File: src/rtl/ctx_sched_pkg.sv
// Shared types and defaults for the dual-context time-slice scheduler.
package ctx_sched_pkg;

    localparam int QUANTUM_W_DEF       = 10;
    localparam int DEFAULT_QUANTUM_DEF = 100;

    typedef enum logic [2:0] {
        ST_BOOT,
        ST_OS_RUN,
        ST_TO_PROC,
        ST_PROC_RUN,
        ST_TO_OS
    } state_t;

    typedef enum logic [1:0] {
        CAUSE_NONE    = 2'd0,
        CAUSE_EXPIRED = 2'd1,
        CAUSE_SYSCALL = 2'd2,
        CAUSE_EXIT    = 2'd3
    } cause_t;

endpackage

File: src/rtl/ctx_sched_ctrl_quantum_counter.sv
// Per-dispatch quantum down-counter; stops at 0 and flags the terminal decrement.
module quantum_counter #(
    parameter int W = 10
) (
    input  logic         clk,
    input  logic         reset,
    input  logic         load,
    input  logic [W-1:0] load_val,
    input  logic         en,
    input  logic         sat_zero,
    output logic [W-1:0] count,
    output logic         expire
);

    always_ff @(posedge clk) begin
        if (!reset) begin
            count <= '0;
        end else if (load) begin
            count <= load_val;
        end else if (en && (count != '0)) begin
            count <= count - W'(1);
        end
    end

    // sat_zero turns the counter into pure accounting: it still runs down but never expires
    assign expire = en && !sat_zero && (count == W'(1));

endmodule

File: src/rtl/ctx_sched_ctrl.sv
// Time-slice scheduler for the OS/process PC pair.
// CTX_PREEMPT_EN: when defined, quantum expiry forces a return to the OS; otherwise scheduling is cooperative.
module ctx_sched_ctrl
    import ctx_sched_pkg::*;
#(
    parameter int QUANTUM_W       = QUANTUM_W_DEF,
    parameter int DEFAULT_QUANTUM = DEFAULT_QUANTUM_DEF
) (
    input  logic                 clk,
    input  logic                 reset,
    input  logic                 bios_done,
    input  logic                 run_proc_req,
    input  logic [QUANTUM_W-1:0] quantum_in,
    input  logic                 syscall_req,
    input  logic                 proc_exit,
    input  logic                 io_stall,
    output logic                 proc_num,
    output logic                 hlt,
    output logic                 ctx_switch,
    output logic [1:0]           cause,
    output logic [QUANTUM_W-1:0] quantum_left,
    output logic                 busy_proc
);

`ifdef CTX_PREEMPT_EN
    localparam logic PREEMPT = 1'b1;
`else
    localparam logic PREEMPT = 1'b0;
`endif

    state_t                 state;
    cause_t                 cause_q;
    logic                   hold_q;
    logic                   load;
    logic                   dec_en;
    logic                   expire;
    logic [QUANTUM_W-1:0]   load_val;

    assign load     = (state == ST_OS_RUN) && run_proc_req;
    assign load_val = (quantum_in == '0) ? QUANTUM_W'(DEFAULT_QUANTUM) : quantum_in;
    assign dec_en   = (state == ST_PROC_RUN) && !io_stall;

    quantum_counter #(.W(QUANTUM_W)) u_quantum (
        .clk      (clk),
        .reset    (reset),
        .load     (load),
        .load_val (load_val),
        .en       (dec_en),
        .sat_zero (!PREEMPT),
        .count    (quantum_left),
        .expire   (expire)
    );

    always_ff @(posedge clk) begin
        if (!reset) begin
            state      <= ST_BOOT;
            proc_num   <= 1'b0;
            hold_q     <= 1'b1;
            ctx_switch <= 1'b0;
            cause_q    <= CAUSE_NONE;
            busy_proc  <= 1'b0;
        end else begin
            ctx_switch <= 1'b0;
            unique case (state)
                ST_BOOT: begin
                    if (bios_done) begin
                        state  <= ST_OS_RUN;
                        hold_q <= 1'b0;
                    end
                end
                ST_OS_RUN: begin
                    if (run_proc_req) begin
                        state      <= ST_TO_PROC;
                        hold_q     <= 1'b1;
                        proc_num   <= 1'b1;
                        ctx_switch <= 1'b1;
                        busy_proc  <= 1'b1;
                        cause_q    <= CAUSE_NONE;
                    end
                end
                ST_TO_PROC: begin
                    state  <= ST_PROC_RUN;
                    hold_q <= 1'b0;
                end
                ST_PROC_RUN: begin
                    if (proc_exit || syscall_req || expire) begin
                        state      <= ST_TO_OS;
                        hold_q     <= 1'b1;
                        proc_num   <= 1'b0;
                        ctx_switch <= 1'b1;
                        if (proc_exit) begin
                            cause_q   <= CAUSE_EXIT;
                            busy_proc <= 1'b0;
                        end else if (syscall_req) begin
                            cause_q <= CAUSE_SYSCALL;
                        end else begin
                            cause_q <= CAUSE_EXPIRED;
                        end
                    end
                end
                ST_TO_OS: begin
                    state  <= ST_OS_RUN;
                    hold_q <= 1'b0;
                end
                default: begin
                    state    <= ST_BOOT;
                    hold_q   <= 1'b1;
                    proc_num <= 1'b0;
                end
            endcase
        end
    end

    // Stall must freeze the PC in the same cycle, so it bypasses the registered hold
    assign hlt   = hold_q || io_stall;
    assign cause = cause_q;

endmodule

File: config.mk
export PLATFORM = sky130hd
export DESIGN_NAME = ctx_sched_ctrl
export DESIGN_NICKNAME = d
export VERILOG_FILES = /design/src/rtl/ctx_sched_pkg.sv /design/src/rtl/ctx_sched_ctrl_quantum_counter.sv /design/src/rtl/ctx_sched_ctrl.sv
export SDC_FILE = /design/constraint.sdc
export NUM_CORES = 1
export LEC_CHECK = 0
export CORE_MARGIN = 2
export CORE_UTILIZATION = 49
export CTS_CLUSTER_SIZE = 40
export DETAILED_ROUTE_END_ITERATION = 8
export PLACE_DENSITY_LB_ADDON = 0.3
export SLEW_MARGIN = 40
export SYNTH_ARGS = -nofsm -noshare
export SYNTH_HDL_FRONTEND = slang
export SYNTH_SLANG_ARGS = --single-unit
File: constraint.sdc
create_clock -name clk -period 2.6 [get_ports clk]
set_input_delay 0.52 -clock clk [delete_from_list [all_inputs] [get_ports clk]]
set_output_delay 0.52 -clock clk [all_outputs]
set_load 0.02 [all_outputs]
# ---- Yosys cells after proc, flatten, opt, wreduce, memory -nomap -nowiden
# Cells that the tools add are included.
dict set report op_classes {
  n_addsub 1
  mul 0
  div 0
  order_cmp 0
  n_eq_ne 8
  shifts 0
  mux 24
  bitwise_logic 1
  reduce_logical 17
}
# op count
set op_table {}
lappend op_table {{2-to-1 mux 10 bit} 3}
lappend op_table {{one-hot mux 3 bit (5 select lines)} 1}
lappend op_table {{logical NOT 10 bit} 1}
lappend op_table {{nonzero test 10 bit} 1}
lappend op_table {{subtractor 10 x 1 -> 10 bit, second input constant} 1}
lappend op_table {{2-to-1 mux 3 bit} 3}
lappend op_table {{AND reduction 3 bit} 3}
lappend op_table {{2-to-1 mux 1 bit} 8}
lappend op_table {{2-to-1 mux 2 bit} 4}
lappend op_table {{== test 3 x 2 -> 1 bit, second input constant} 2}
lappend op_table {{!= test 2 bit, second input constant} 3}
lappend op_table {{one-hot mux 1 bit (2 select lines)} 2}
lappend op_table {{one-hot mux 1 bit (4 select lines)} 1}
lappend op_table {{one-hot mux 2 bit (2 select lines)} 1}
lappend op_table {{AND reduction 4 bit} 1}
lappend op_table {{nonzero test 2 bit} 2}
lappend op_table {{== test 3 x 1 -> 1 bit, second input constant} 1}
lappend op_table {{== test 3 bit, second input constant} 1}
lappend op_table {{logical AND 1 bit} 3}
lappend op_table {{logical NOT 3 bit} 1}
lappend op_table {{one-hot mux 1 bit (3 select lines)} 1}
lappend op_table {{OR reduction 3 bit} 1}
lappend op_table {{logical OR 1 bit} 2}
lappend op_table {{!= test 2 x 1 -> 1 bit, second input constant} 1}
lappend op_table {{3 further kinds} 3}
dict set report totals {
  regBits 19
  latchBits 0
  mem_bits_rw 0
  rom_bits 0
  out_inout_bits 16
  memories 0
}

# ---- Logic depth before layout (Yosys ltp)
dict set report logic_depth {
  ltp_word 5
  mapped_depth 7
  ltp_nobuf 6
}

# ---- Hierarchy
# Synthesis repeated with hierarchy kept, for this count alone.
dict set report unflattened {
  cells_unflattened 147
  hier_area_um2 1183.6
}
# module n_inst cells_per_inst area_each_um2 seq_area_each_um2
set modules_own_cells {}
lappend modules_own_cells {quantum_counter 1 75 603.1 200.2}
lappend modules_own_cells {ctx_sched_ctrl 1 72 580.6 180.2}

# ---- Worst setup path before layout
# Ideal clock, no wire load.
dict set report synth_timing {
  path_type {register -> register}
  from {register u_quantum.count[0]}
  to {register u_quantum.count[8]}
  setup_time_ps 134
  t_arrival_ps 1731
  required_time_ps 2466
  path_slack_ps 735
  stages_incl_launch_ff 7
  n_path_buf 0
  period_less_slack_ps 1865
  cell_sequence {dfxtp_1 > inv_1 > ha_1 > or4b_4 > nor4_1 > mux2i_1 > a21oi_1}
}
dict set report synth_via {
  elab_chain_cells 3
  elab_cells_between_ends 6
  cone_classes {add/sub: 1; mux: 2; reduce/logical: 3}
}
# element line
set synth_lines {}
lappend synth_lines {{start: declaration} ctx_sched_ctrl_quantum_counter.sv:11} ;# output logic [W-1:0] count,
lappend synth_lines {{start signal: assignment} ctx_sched_ctrl_quantum_counter.sv:19} ;# count <= load_val;
lappend synth_lines {{start signal: assignment} ctx_sched_ctrl_quantum_counter.sv:21} ;# count <= count - W'(1);
lappend synth_lines {{subtractor 10 x 1 -> 10 bit / nonzero test 10 bit (equally long branches)} {ctx_sched_ctrl_quantum_counter.sv:21, ctx_sched_ctrl_quantum_counter.sv:20}}
lappend synth_lines {{2-to-1 mux 10 bit / logical AND 1 bit (equally long branches)} ctx_sched_ctrl_quantum_counter.sv:20} ;# end else if (en && (count != '0)) begin
lappend synth_lines {{2-to-1 mux 10 bit / nonzero test 2 bit (equally long branches)} n/a}
# Several ways; a longest one is shown, not always the timed one. The select of a mux whose other input is x is not followed.
# A chain may end at the register's enable or synchronous reset.

# ---- Worst setup path in the final report
dict set report layout_timing {
  from {input io_stall}
  to {output hlt}
}
dict set report layout_via {
  elab_chain_cells 1
}
# element line
set layout_lines {}
lappend layout_lines {{start: declaration} ctx_sched_ctrl.sv:16} ;# input logic io_stall,
lappend layout_lines {{logical OR 1 bit} ctx_sched_ctrl.sv:115} ;# assign hlt = hold_q || io_stall;
lappend layout_lines {{end: declaration} ctx_sched_ctrl.sv:18} ;# output logic hlt,
# No other way between the ends.

==> flow_summary.yaml <==
clocking:
  cts_resized: 0
  hold_buffers: 0
  post_cts_buffers: 0
  clock-sinks: 19
  cts_tree: "yes"
  clk_pin_slew_ns: 0.12
  cts_buffers: 3
  htreeDepth: 1
  clockBufferDepth: 2
  clock_latency_ns: 0.31
  root_buffer: "clkbuf_4"
cells_and_area:
  n_antenna_cell: 0
  drive_above_1_share: 0.129
  syn2layout_area_growth_pct: 35.3
  fin_nets: 174
  finalInstanceArea_um2: 1440
drt:
  ant_nets: 0
  drt_first_pass_iters: 4
  wl_um: 2630
  vias_per_cell: 5.81
  detail_route.iter0.violations: 28
  drc_errors: 0
  avgRoutedWirePerCell_um: 14.5
  vias: 1058
timing:
  finalSetupTns_ns: 0
  min_period_ns: 2.28
  setup_violations: 0
  clock_skew_ns: 0.0158
  min_period_over_period: 0.876
  finalHoldViolCount: 0
  max_freq_mhz: 439
  drv_slew: 0
  slew_headroom: 0.661
  max_slew.worst_pin.slew_ns: 0.504
  rsz0062_at_grt: "false"
synthesis:
  syn_area_per_cell_um2: 8.68
  syn_area_um2: 1070
  synthFlopType: "dfxtp_1"
  yosysSeqAreaShare: 0.356
  syn_inst: 123
  ys_top_cells_by_area: "dfxtp_1 36%, a21oi_1 4.2%, nor2_1 4.2%"
  async_flop_share: 0
  synth_seq_cells: 19
  yosys.area.top_type_share: 0.356
  synth_most_common_cell: "dfxtp_1"
  synth_common_cells: "19 x dfxtp_1, 12 x nor2_1, 9 x a21oi_1"
  ys_warn_count: 0
  yosysTopAreaCell: "dfxtp_1"
  yosysUniqueCellTypes: 44
  synth_fp_nets: 141
  synth-edff-count: 0
die:
  die_h_um: 50.7
  die_x_um: 50.7
  die_area_um2: 2570
  core-area_um2: 2000
  ios: 33
  num_rows: 16
  start_util: 0.533
setup_path:
  slowest_stage: "clkdlybuf4s50_1"
  arrival_ns: 1.76
  endpoint_kind: "primary output"
  crit_chain: "clkdlybuf4s50_1, or2_2, clkdlybuf4s50_1"
  rrSetupSlack_ns: 0.64
  critical_path_class: "primary input to primary output"
  crit_fanout: 2
  required_ns: 2.08
  cp_slowest_stage_delay_ns: 0.53
  startpoint_type: "primary input"
  cpMostUsedCell: "clkdlybuf4s50_1"
grt:
  grt_pass1_vias: 967
  grtUsageTotal: 0.224
  overflow: 0
  grt_antenna_before_repair: 0
  grt_pass1_wl_um: 4350
  grt_max_degree: 22
place:
  gp_congestion: 0.843
  post-dp-hpwl_um: 1950
  port_buffers: 32
  dpl-instance-area_um2: 1410
pwr:
  power_uw: 731
  peakVddDrop_uv: 383
  p_leak_uw: 0.000489
  p_per_area_nw_per_um2: 506
hold_path:
  hp-class: "flop to flop"
run_status:
  status: "complete, no violations"
run:
  drv_cap: 0
path summary, 6_finish.rpt:
kind	end	from	depth (start not counted)
worst max-delay path	hlt	io_stall	3
worst min-delay path	proc_num$_SDFFE_PN0P_	proc_num$_SDFFE_PN0P_	2
worst max register to register	u_quantum.count[8]$_SDFFE_PN0P_	u_quantum.count[0]$_SDFFE_PN0P_	6
worst min register to register	proc_num$_SDFFE_PN0P_	proc_num$_SDFFE_PN0P_	2
kinds of logic (layout without fill, tap and decap cells):
kind of cell    Yosys count  after routing  share of synthesized area
compound gates           38             38                      0.259
buf+inv                  15             47                     0.0563
fa+ha+maj                 1              1                     0.0117
xor+xnor                  3              3                     0.0246
flops                    19             19                      0.356
mux                       3              3                     0.0305
simple gates             44             44                      0.261
cells in the final DEF, fill, tap and decap left out, types with 2 or more instances in the layout:
cell	count
a21oi_1	9
a31o_2	2
a31oi_1	4
and2_1	2
buf_4	3
clkbuf_4	3
clkdlybuf4s50_1	32
dfxtp_1	19
inv_1	7
mux2_2	2
nand2_1	3
nand3_1	5
nor2_1	12
nor3_1	2
nor4_1	5
o21a_1	2
o21ai_0	8
o32ai_1	2
o41ai_1	2
or2_2	3
xnor2_1	3
sequential cells by signal, summed over array words and instances, names as in the netlist:
name and count:
proc_num 1, ctx_switch 1, busy_proc 1, cause 2, u_quantum.count 10, hold_q 1, state 3
critical path, delay by kind of cell:
kind | cells | cell delay, ns
simple gates | 1 | 0.28
buf+inv | 2 | 0.96
per-layer routing:
metal	part of all wire	track usage	up-vias
met2	0.44	0.346	42
met3	0.058	0.0268	6
met1	0.48	0.313	482
met4	0.018	0.0946	0
met5	0	0	-
li1	-	-	528
area by class of cell:
| cell class | instances | area, um2 |
|---|---|---|
| Tap cell | 27 | 33.8 |
| Inverter | 8 | 30.0 |
| Timing Repair Buffer | 35 | 343 |
| Fill cell | 162 | 558 |
| Multi-Input combinational cell | 89 | 627 |
| Clock inverter | 1 | 7.51 |
| Clock buffer | 3 | 22.5 |
| Sequential cell | 19 | 380 |
report_power, final:
group,internal (uW),total [uW],switching [uW],leakage (uW)
sequential,315,346,31.6,0.000156
clock,58.6,156,97.1,0.0000139
combinational,116,229,113,0.000319
total,489,731,242,0.000489
per-stage QoR:
step | cells | worst slack [ns] | hold slack, ns | utilization
floorplan | 123 | 0.735 | 0.459 | -
global placement | 178 | 0.319 | 0.456 | 0.706
detailed placement | 178 | 0.288 | 0.464 | 0.706
CTS | 182 | 0.317 | 0.483 | 0.721
global route | 182 | 0.293 | 0.501 | 0.721
finish | 182 | 0.322 | 0.485 | 0.721
Power figures use the tool's default switching activity.
